File: src/rtl/fft_buf_reader_if.sv
// RAM read port plus the outgoing complex-sample stream of the FFT buffer reader.
// master = the reader engine, slave = RAM model / downstream consumer.
interface fft_buf_reader_if #(
  parameter int ADDR_W = 11,
  parameter int DATA_W = 32
) ();
  logic                  ram_ce;
  logic                  ram_oce;
  logic                  ram_wre;
  logic [ADDR_W-1:0]     ram_ad;
  logic [DATA_W-1:0]     ram_dout;

  logic                  m_valid;
  logic                  m_ready;
  logic [DATA_W/2-1:0]   m_re;
  logic [DATA_W/2-1:0]   m_im;
  logic [ADDR_W-1:0]     m_index;
  logic                  m_last;

  modport master (
    output ram_ce, ram_oce, ram_wre, ram_ad,
    input  ram_dout,
    output m_valid, m_re, m_im, m_index, m_last,
    input  m_ready
  );

  modport slave (
    input  ram_ce, ram_oce, ram_wre, ram_ad,
    output ram_dout,
    input  m_valid, m_re, m_im, m_index, m_last,
    output m_ready
  );
endinterface

File: src/rtl/fft_buf_reader.sv
// Sweeps 2^len_log2 entries of the FFT sample buffer in natural or bit-reversed
// order and streams them out as valid/ready complex beats tagged with their index.
module fft_buf_reader #(
  parameter int ADDR_W = 11,
  parameter int DATA_W = 32
) (
  input  logic        clk,
  input  logic        reset,
  input  logic        start,
  input  logic [3:0]  len_log2,
  input  logic        bitrev,
  output logic        busy,
  output logic        done,
  fft_buf_reader_if.master bus
);
  localparam int         HALF_W  = DATA_W / 2;
  localparam int         CNT_W   = ADDR_W + 1;
  localparam logic [3:0] LEN_MAX = 4'(ADDR_W);

  typedef enum logic [1:0] {S_IDLE, S_RUN, S_DRAIN} state_t;

  state_t             state_q, state_d;
  logic [3:0]         len_q, len_d;
  logic [CNT_W-1:0]   n_q, n_d;
  logic [CNT_W-1:0]   k_q, k_d;
  logic               bitrev_q, bitrev_d;
  logic               done_q, done_d;

  logic               inflight_q, inflight_d;
  logic [ADDR_W-1:0]  tag_q, tag_d;

  logic [1:0]         fifo_cnt_q, fifo_cnt_d;
  logic               fifo_rd_q, fifo_rd_d;
  logic               fifo_wr_q, fifo_wr_d;
  logic [DATA_W-1:0]  fifo_data_q [2];
  logic [ADDR_W-1:0]  fifo_idx_q [2];
  logic               fifo_last_q [2];
  logic               fifo_push;
  logic               fifo_pop;

  logic               out_valid_q, out_valid_d;
  logic [DATA_W-1:0]  out_data_q, out_data_d;
  logic [ADDR_W-1:0]  out_idx_q, out_idx_d;
  logic               out_last_q, out_last_d;

  logic [3:0]         len_clamped;
  logic [ADDR_W-1:0]  k_rev_full;
  logic [ADDR_W-1:0]  k_rev;
  logic [ADDR_W-1:0]  issue_addr;
  logic [2:0]         occupancy;
  logic               issue;
  logic               in_last;
  logic               pop_out;

  assign len_clamped = (len_log2 > LEN_MAX) ? LEN_MAX : len_log2;

  // Reverse all ADDR_W bits, then shift down so only the low len_q bits take part.
  generate
    for (genvar gi = 0; gi < ADDR_W; gi++) begin : g_rev
      assign k_rev_full[gi] = k_q[ADDR_W-1-gi];
    end
  endgenerate

  assign k_rev      = k_rev_full >> (LEN_MAX - len_q);
  assign issue_addr = bitrev_q ? k_rev : k_q[ADDR_W-1:0];

  // FIFO slots plus the read in flight; the output register is separate storage.
  assign occupancy = {1'b0, fifo_cnt_q} + {2'b00, inflight_q};
  assign issue     = (state_q == S_RUN) && (k_q < n_q) && (occupancy + 3'd1 <= 3'd2);
  assign in_last   = ({1'b0, tag_q} == (n_q - CNT_W'(1)));
  assign pop_out   = out_valid_q & bus.m_ready;

  always_comb begin
    state_d  = state_q;
    len_d    = len_q;
    n_d      = n_q;
    k_d      = k_q;
    bitrev_d = bitrev_q;
    done_d   = 1'b0;
    case (state_q)
      S_IDLE: begin
        if (start) begin
          len_d    = len_clamped;
          n_d      = CNT_W'(1) << len_clamped;
          bitrev_d = bitrev;
          k_d      = '0;
          state_d  = S_RUN;
        end
      end
      S_RUN: begin
        if (issue) begin
          k_d = k_q + CNT_W'(1);
          if (k_d == n_q) begin
            state_d = S_DRAIN;
          end
        end
      end
      S_DRAIN: begin
        if (pop_out && out_last_q && (fifo_cnt_q == 2'd0) && !inflight_q) begin
          done_d  = 1'b1;
          state_d = S_IDLE;
        end
      end
      default: state_d = S_IDLE;
    endcase
  end

  always_comb begin
    inflight_d  = issue;
    tag_d       = issue ? k_q[ADDR_W-1:0] : tag_q;
    out_valid_d = out_valid_q;
    out_data_d  = out_data_q;
    out_idx_d   = out_idx_q;
    out_last_d  = out_last_q;
    fifo_push   = 1'b0;
    fifo_pop    = 1'b0;
    fifo_rd_d   = fifo_rd_q;
    fifo_wr_d   = fifo_wr_q;
    fifo_cnt_d  = fifo_cnt_q;

    // Refill the output register when it is empty or being accepted; the FIFO
    // head has priority, otherwise returning RAM data bypasses straight through.
    if (!out_valid_q || pop_out) begin
      if (fifo_cnt_q != 2'd0) begin
        out_valid_d = 1'b1;
        out_data_d  = fifo_data_q[fifo_rd_q];
        out_idx_d   = fifo_idx_q[fifo_rd_q];
        out_last_d  = fifo_last_q[fifo_rd_q];
        fifo_pop    = 1'b1;
        fifo_push   = inflight_q;
      end else if (inflight_q) begin
        out_valid_d = 1'b1;
        out_data_d  = bus.ram_dout;
        out_idx_d   = tag_q;
        out_last_d  = in_last;
      end else begin
        out_valid_d = 1'b0;
      end
    end else begin
      fifo_push = inflight_q;
    end

    if (fifo_pop) begin
      fifo_rd_d = ~fifo_rd_q;
    end
    if (fifo_push) begin
      fifo_wr_d = ~fifo_wr_q;
    end
    case ({fifo_push, fifo_pop})
      2'b10:   fifo_cnt_d = fifo_cnt_q + 2'd1;
      2'b01:   fifo_cnt_d = fifo_cnt_q - 2'd1;
      default: fifo_cnt_d = fifo_cnt_q;
    endcase
  end

  always_ff @(posedge clk) begin
    if (reset) begin
      state_q     <= S_IDLE;
      len_q       <= '0;
      n_q         <= '0;
      k_q         <= '0;
      bitrev_q    <= 1'b0;
      done_q      <= 1'b0;
      inflight_q  <= 1'b0;
      tag_q       <= '0;
      fifo_cnt_q  <= '0;
      fifo_rd_q   <= 1'b0;
      fifo_wr_q   <= 1'b0;
      out_valid_q <= 1'b0;
      out_data_q  <= '0;
      out_idx_q   <= '0;
      out_last_q  <= 1'b0;
    end else begin
      state_q     <= state_d;
      len_q       <= len_d;
      n_q         <= n_d;
      k_q         <= k_d;
      bitrev_q    <= bitrev_d;
      done_q      <= done_d;
      inflight_q  <= inflight_d;
      tag_q       <= tag_d;
      fifo_cnt_q  <= fifo_cnt_d;
      fifo_rd_q   <= fifo_rd_d;
      fifo_wr_q   <= fifo_wr_d;
      out_valid_q <= out_valid_d;
      out_data_q  <= out_data_d;
      out_idx_q   <= out_idx_d;
      out_last_q  <= out_last_d;
    end
  end

  // Storage only; emptiness is tracked by the pointers and count above.
  always_ff @(posedge clk) begin
    if (fifo_push) begin
      fifo_data_q[fifo_wr_q] <= bus.ram_dout;
      fifo_idx_q[fifo_wr_q]  <= tag_q;
      fifo_last_q[fifo_wr_q] <= in_last;
    end
  end

  assign busy        = (state_q != S_IDLE);
  assign done        = done_q;
  assign bus.ram_ce  = issue;
  assign bus.ram_oce = issue;
  assign bus.ram_wre = 1'b0;
  assign bus.ram_ad  = issue ? issue_addr : '0;
  assign bus.m_valid = out_valid_q;
  assign bus.m_re    = out_data_q[DATA_W-1:HALF_W];
  assign bus.m_im    = out_data_q[HALF_W-1:0];
  assign bus.m_index = out_idx_q;
  assign bus.m_last  = out_last_q;
endmodule
File: src/flat_wrapper.sv
// flat-port wrapper written by rule: the top's interface ports become plain ports
module fft_buf_reader_flat 
#(
  parameter int ADDR_W = 11,
  parameter int DATA_W = 32
)
  (clk, reset, start, len_log2, bitrev, busy, done, bus_ram_ce, bus_ram_oce, bus_ram_wre, bus_ram_ad, bus_ram_dout, bus_m_valid, bus_m_re, bus_m_im, bus_m_index, bus_m_last, bus_m_ready);
  fft_buf_reader_if #(.ADDR_W(ADDR_W), .DATA_W(DATA_W)) bus_i ();
  input  logic clk;
  input  logic reset;
  input  logic start;
  input  logic [3:0] len_log2;
  input  logic bitrev;
  output logic busy;
  output logic done;
  output wire logic [$bits(bus_i.ram_ce)-1:0] bus_ram_ce;
  output wire logic [$bits(bus_i.ram_oce)-1:0] bus_ram_oce;
  output wire logic [$bits(bus_i.ram_wre)-1:0] bus_ram_wre;
  output wire logic [$bits(bus_i.ram_ad)-1:0] bus_ram_ad;
  input wire logic [$bits(bus_i.ram_dout)-1:0] bus_ram_dout;
  output wire logic [$bits(bus_i.m_valid)-1:0] bus_m_valid;
  output wire logic [$bits(bus_i.m_re)-1:0] bus_m_re;
  output wire logic [$bits(bus_i.m_im)-1:0] bus_m_im;
  output wire logic [$bits(bus_i.m_index)-1:0] bus_m_index;
  output wire logic [$bits(bus_i.m_last)-1:0] bus_m_last;
  input wire logic [$bits(bus_i.m_ready)-1:0] bus_m_ready;
  assign bus_ram_ce = bus_i.ram_ce;
  assign bus_ram_oce = bus_i.ram_oce;
  assign bus_ram_wre = bus_i.ram_wre;
  assign bus_ram_ad = bus_i.ram_ad;
  assign bus_i.ram_dout = bus_ram_dout;
  assign bus_m_valid = bus_i.m_valid;
  assign bus_m_re = bus_i.m_re;
  assign bus_m_im = bus_i.m_im;
  assign bus_m_index = bus_i.m_index;
  assign bus_m_last = bus_i.m_last;
  assign bus_i.m_ready = bus_m_ready;
  fft_buf_reader #(.ADDR_W(ADDR_W), .DATA_W(DATA_W)) u_core (.clk(clk), .reset(reset), .start(start), .len_log2(len_log2), .bitrev(bitrev), .busy(busy), .done(done), .bus(bus_i));
endmodule
File: config.mk
export PLATFORM = sky130hd
export DESIGN_NAME = fft_buf_reader_flat
export DESIGN_NICKNAME = d
export VERILOG_FILES = /design/src/rtl/fft_buf_reader_if.sv /design/src/rtl/fft_buf_reader.sv /design/src/flat_wrapper.sv
export SDC_FILE = /design/constraint.sdc
export NUM_CORES = 1
export LEC_CHECK = 0
export ABC_AREA = 1
export CELL_PAD_IN_SITES_DETAIL_PLACEMENT = 0
export CELL_PAD_IN_SITES_GLOBAL_PLACEMENT = 1
export CORE_AREA = 4 4 163 165
export DETAILED_ROUTE_END_ITERATION = 6
export DIE_AREA = 0 0 167 169
export PLACE_DENSITY = 0.72
export SKIP_LAST_GASP = 1
export SYNTH_ARGS = -nofsm -noshare
export SYNTH_HDL_FRONTEND = slang
export SYNTH_SLANG_ARGS = --single-unit
File: constraint.sdc
create_clock -name clk -period 5.6 [get_ports clk]
set_input_delay 1.68 -clock clk [delete_from_list [all_inputs] [get_ports clk]]
set_output_delay 1.68 -clock clk [all_outputs]
set_load 0.01 [all_outputs]
==> reports/metrics.cfg, run 1 <==
[floorplan]
die_x_um=167
coreArea_um2=25000
start_util=0.345
die_h_um=169
dieArea_um2=28200
row_count=58
top_level_ports=102

[outcome]
status=finished clean

[cells_and_area]
fin_nets=1112
stdcell_area_um2=10500
n_antenna_cell=0
nFillCells=2525
regArea_um2=4520
syn2layout_area_growth_pct=21.9
multi_input_area_um2=3620
drive_gt1_frac=0.115

[flow_run]
max-cap-violations=0

[placement]
hpwl_mm=15.7
gp_congestion=0.867
dpl_cell_area_um2=9920
pre_cts_slack_ns=1.22
io_buffers=100

[detailed_routing]
drcViolationCount=0
routedWlPerCell_um=17.0
drt_iter0_markers=566
num_vias=7139
drtAntennaViolNets=0
vias_per_cell=5.11
wirelength_mm=23.7
drt_first_pass_iters=6

[timing]
finalHoldViolCount=0
setup_viol=0
finClkSkew_ns=0.00957
finalCritPeriodShare=0.866
fmax_ghz=0.206
timing.hold.ws_ns=0.462
rsz0062_at_grt=no
tightestPinTransition_ns=0.921
min_period_ns=4.85
report.final.slew_viol_count=0
slew_headroom=0.382
layout_setup_ws_ns=0.749
setup_tns_ns=0

[grt]
grt_use_total=0.170
grt_pass1_vias=7082
antenna_found_initial=0
overflow=0
grt_busiest_layer=met2
met2_usage=0.280
grt_start_max_net_pins=70
use_met1=0.233
grt_pass1_wl_mm=38.7
grt_util_met3=0.0287

[clocking]
path_clk_slew_ns=0.07
clock_tree.root_cell=clkbuf_16
post_cts_buffers=0
cts_resized=0
cts_buffers=17
postCtsHoldBufs=0
ctsHtreeMaxLevel=4
clock_latency_ns=0.43
cts_tree=done
clk_path_buf_depth=2
clkSinkCount=182

[critical_path]
arrival_ns=3.17
crit_path_start_kind=register
endpoint_kind=output pin
worstSetupPathType=reg -> out
cp_max_fo=19
critPathRequiredTime_ns=3.92

[synth]
synth_area_um2=8640
syn_area_per_cell_um2=8.85
synth_fp_nets=1035
yosys_warnings=0
ys.flop_type=dfxtp_1
ys_seq_area_frac=0.524
yosys.cell_types.count=45
syn_inst=976
async_flop_share=0
synth_edf_count=88
synth_seq_cells=182

[power_and_ir_drop]
powerDensity_nw_per_um2=449
power.leakage_nw=3.86
peakVddDrop_uv=220

[min_path]
min_path_type=reg -> reg

-- final timing paths --
kind	start	endpoint	slack, ns	cells after the start
worst min-delay path	u_core.fifo_rd_q$_SDFFE_PP0P_	register	0.46	1
worst min register to register	u_core.fifo_rd_q$_SDFFE_PP0P_	register	0.46	1
worst max-delay path	u_core.fifo_cnt_q[0]$_SDFFE_PP0P_	bus_ram_ad[7]	0.75	10
worst max register to register	register	u_core.bus.m_last$_SDFFE_PP0P_	2.91	7
-- cells by family (layout without fill, tap and decap cells) --
group	after synthesis	after routing	share of synthesized area
simple gates	335	335	0.182
buf+inv	126	216	0.0598
compound gates	302	302	0.194
other cells	1	1	0.000434
fa+ha+maj	18	18	0.0261
flops	182	182	0.524
xor+xnor	12	12	0.0139
-- critical path: stages (launching register included) --
cell,delay [ns]
dfxtp_1,0.45
inv_1,0.08
ha_1,0.21
ha_1,0.27
a31oi_1,0.09
nor3_2,0.24
nand2_4,0.20
inv_4,0.23
nand3_1,0.20
o22ai_1,0.19
clkdlybuf4s50_1,0.57
-- per-stage QoR --
step	utilization	std cells	power (W)
6_report	0.420	1396	0.00473
4_1_cts	0.420	1396	0.00479
2_1_floorplan	-	976	0.00285
3_3_place_gp	0.396	1364	0.00356
3_5_place_dp	0.396	1364	0.00357
5_1_grt	0.420	1396	0.00507
-- routing by layer --
| layer | up-vias | wire, um |
|---|---|---|
| met5 | - | 0 |
| li1 | 3553 | - |
| met4 | 0 | 325 |
| met3 | 25 | 1000 |
| met1 | 3360 | 11400 |
| met2 | 201 | 11000 |
-- state kept, by name, summed over array words and instances (netlist names), 2 cells and up, named ones only --
signal,count
u_core.state_q,2
u_core.fifo_idx_q,22
u_core.k_q,12
u_core.fifo_last_q,2
u_core.tag_q,11
u_core.bus.m_index,11
u_core.fifo_data_q,64
u_core.out_data_q,32
u_core.n_q,12
u_core.fifo_cnt_q,2
u_core.len_q,4
-- Yosys cell counts (8+ instances only) --
master | n | area, um^2
o211ai_1 | 45 | 338
o21ai_0 | 90 | 450
a21oi_1 | 138 | 691
or2_2 | 43 | 269
inv_1 | 62 | 233
o22ai_1 | 8 | 50.1
ha_1 | 18 | 225
edfxtp_1 | 88 | 2640
clkbuf_1 | 31 | 116
dfxtp_1 | 94 | 1880
buf_2 | 11 | 55.1
nand3_1 | 52 | 260
nand2_1 | 144 | 541
nor2_1 | 60 | 225
-- area by class of cell --
cell class	count	area share
Timing Repair Buffer	112	0.104
Clock buffer	18	0.0428
Multi-Input combinational cell	668	0.344
Tap cell	330	0.0392
Clock inverter	14	0.0147
Sequential cell	182	0.430
Inverter	72	0.0259
-- cell usage in the layout, fill, tap and decap left out, drive strengths merged, types with 2 or more instances in the layout --
cell	Yosys	final
a21oi	140	140
ha	18	18
edfxtp	88	88
o21a	2	2
nor3	7	7
nand3	58	58
or2	43	43
a22oi	5	5
o21ai	97	97
nand4	6	6
xnor2	5	5
buf	22	12
o22ai	8	8
clkinv	2	10
clkdlybuf4s50	0	100
nand2	149	149
o211ai	45	45
inv	70	76
a31oi	2	2
dfxtp	94	94
clkbuf	32	18
nor2	69	69
xor2	6	6
-- report_power, final --
| group | switching, W | total, W | internal, W |
|---|---|---|---|
| Sequential | 0.000154 | 0.00177 | 0.00162 |
| Clock | 0.000578 | 0.00120 | 0.000626 |
| Combinational | 0.00106 | 0.00175 | 0.000689 |
(Power assumes the default switching activity.)
==> run 2, diff against run 1 <==
CORE_AREA = 2 2 161 163   (was 4 4 163 165)
DIE_AREA = 0 0 163 165   (was 0 0 167 169)
==> run 2 against run 1 <==
Maximum frequency about the same. Global-route usage increased by 0.85 points. Core utilization about the same. Critical path type unchanged. Critical endpoint unchanged. Largest cell class unchanged. Largest power group unchanged.
==> reports/metrics.cfg, run 2 (same netlist as run 1, synthesis figures left out) <==
[outcome]
status=finished clean

[cells_and_area]
fin_nets=1109  ; -0.27%
syn2layout_area_growth_pct=21.8  ; about the same
n_antenna_cell=0  ; unchanged
regMostFlops=u_core.fifo_data_q
mostFrequentLayoutCell=nand2_1
reg_top3=u_core.fifo_data_q x64, u_core.out_data_q x32, u_core.fifo_idx_q x22
nFillCells=2506  ; -0.75%
final_cell_mix=nand2_1, a21oi_1, clkdlybuf4s50_1
largest_reg_flops=64  ; unchanged
drive_gt1_frac=0.113  ; -0.00250

[grt]
overflow=0  ; unchanged
grt_pass1_vias=6916  ; -2.3%
grt_pass1_wl_mm=37.4  ; -3.1%
antenna_found_initial=0  ; unchanged
grt_start_max_net_pins=70  ; unchanged
grt_use_total=0.178  ; +0.00853

[timing]
setup_viol=0  ; unchanged
finalHoldViolCount=0  ; unchanged
setup_tns_ns=0  ; unchanged
fmax_ghz=0.206  ; about the same
rsz0062_at_grt=no
min_period_ns=4.85  ; -0.00264 ns
finalCritPeriodShare=0.866  ; about the same
timing.hold.ws_ns=0.452  ; -0.00937 ns
finClkSkew_ns=0.0195  ; +0.00990 ns
slew_headroom=0.401  ; +0.0184
tightestPinTransition_ns=0.898  ; -0.0233 ns
report.final.slew_viol_count=0  ; unchanged

[clocking]
cts_resized=0  ; unchanged
ctsHtreeMaxLevel=4  ; unchanged
cts_tree=done
postCtsHoldBufs=0  ; unchanged
path_clk_slew_ns=0.08  ; about the same
clock_latency_ns=0.45  ; +0.02 ns
cts_buffers=17  ; unchanged
clk_path_buf_depth=2  ; unchanged
clkSinkCount=182  ; unchanged
clock_tree.root_cell=clkbuf_16
post_cts_buffers=0  ; unchanged

[placement]
gp_congestion=0.901  ; +4.0%
hpwl_mm=15.4  ; -2.3%
io_buffers=100  ; unchanged

[critical_path]
crit_path_max_incr_delay_ns=0.58  ; about the same
critPathRequiredTime_ns=3.92  ; about the same
arrival_ns=3.17  ; about the same
cp_cell_sequence=ha_1 -> a21oi_1 -> o21ai_0 -> nand2_1 -> nand3_1 -> nand2_1 -> nand2_4 -> inv_4 -> nand3_1 -> o22ai_1 -> clkdlybuf4s50_1
cp_max_fo=19  ; unchanged
crit_path_start_kind=register
endpoint_kind=output pin
crit_slowest_cell=dfxtp_1
worstSetupPathType=reg -> out

[detailed_routing]
wirelength_mm=23.4  ; -1.3%
drt_first_pass_iters=4  ; -2
vias_per_cell=5.08  ; -0.60%
routedWlPerCell_um=16.8  ; -1.1%
drcViolationCount=0  ; unchanged
num_vias=7081  ; -0.81%
drt_iter0_markers=577  ; +1.9%
drtAntennaViolNets=0  ; unchanged

[floorplan]
row_count=58  ; unchanged
die_x_um=163  ; -2.4%
top_level_ports=102  ; unchanged
dieArea_um2=26900  ; -4.7%
die_h_um=165  ; -2.4%
coreArea_um2=25000  ; unchanged
start_util=0.345  ; unchanged

[power_and_ir_drop]
powerDensity_nw_per_um2=453  ; +0.80%
power.leakage_nw=3.85  ; -0.31%
peakVddDrop_uv=201  ; -8.6%

[flow_run]
max-cap-violations=0  ; unchanged

[min_path]
min_path_type=reg -> reg

==> run 2: cell count changes in the layout (fill, tap and decap cells not counted) <==
cell / change
clkinvlp_4: +1
buf_4: -3
clkinv_8: +2
clkinv_4: -4
inv_6: +1
clkbuf_16: -1
bufinv_16: +1
==> run 2: layout make-up <==
cell class | instances | area, um^2 | share of cell area
clock buffers | 17 | 425 | 0.0404
flip-flops and latches | 182 | 4520 | 0.430
repair buffers | 109 | 1070 | 0.102
clock inverters | 15 | 199 | 0.0189
inverters | 72 | 273 | 0.0259
well taps | 330 | 413 | 0.0392
multi-input cells | 668 | 3620 | 0.344
==> run 2: path summary, 6_finish.rpt <==
check / from / to / slack [ns] / cells after the start
max: u_core.k_q[3]$_SDFFE_PP0P_ / bus_ram_ad[7] / 0.75 / 11
min: u_core.fifo_rd_q$_SDFFE_PP0P_ / register / 0.45 / 1
max reg2reg: u_core.fifo_cnt_q[0]$_SDFFE_PP0P_ / u_core.bus.m_last$_SDFFE_PP0P_ / 3.11 / 9
min reg2reg: u_core.fifo_rd_q$_SDFFE_PP0P_ / register / 0.45 / 1
==> run 2: power breakdown <==
group          switching [W]  total (W)  internal, W
clock network       0.000598    0.00125     0.000650
registers           0.000166    0.00178      0.00162
logic                0.00105    0.00173     0.000684
==> run 2: routing by layer <==
metal,track usage,part of all wire
met2,0.298,0.48
met3,0.0304,0.040
met5,0,0
met1,0.237,0.47
met4,0.0563,0.014
==> run 2: worst max-delay path: cells and delay by family, from the launching register on <==
kind,cells,cell delay (ns)
compound gates,3,0.41
flops,1,0.58
fa+ha+maj,1,0.32
buf+inv,2,0.79
simple gates,5,0.62
==> run 2: through the flow <==
step / total power (W) / util / setup slack (ns) / area [um^2] / instances
global placement: 0.00355 / 0.395 / 1.27 / 9900 / 1361
CTS: 0.00481 / 0.420 / 0.733 / 10500 / 1393
finish: 0.00476 / 0.420 / 0.752 / 10500 / 1393
floorplan: 0.00285 / - / 1.11 / 8640 / 976
global route: 0.00509 / 0.420 / 0.470 / 10500 / 1393
detailed placement: 0.00356 / 0.395 / 1.22 / 9900 / 1361
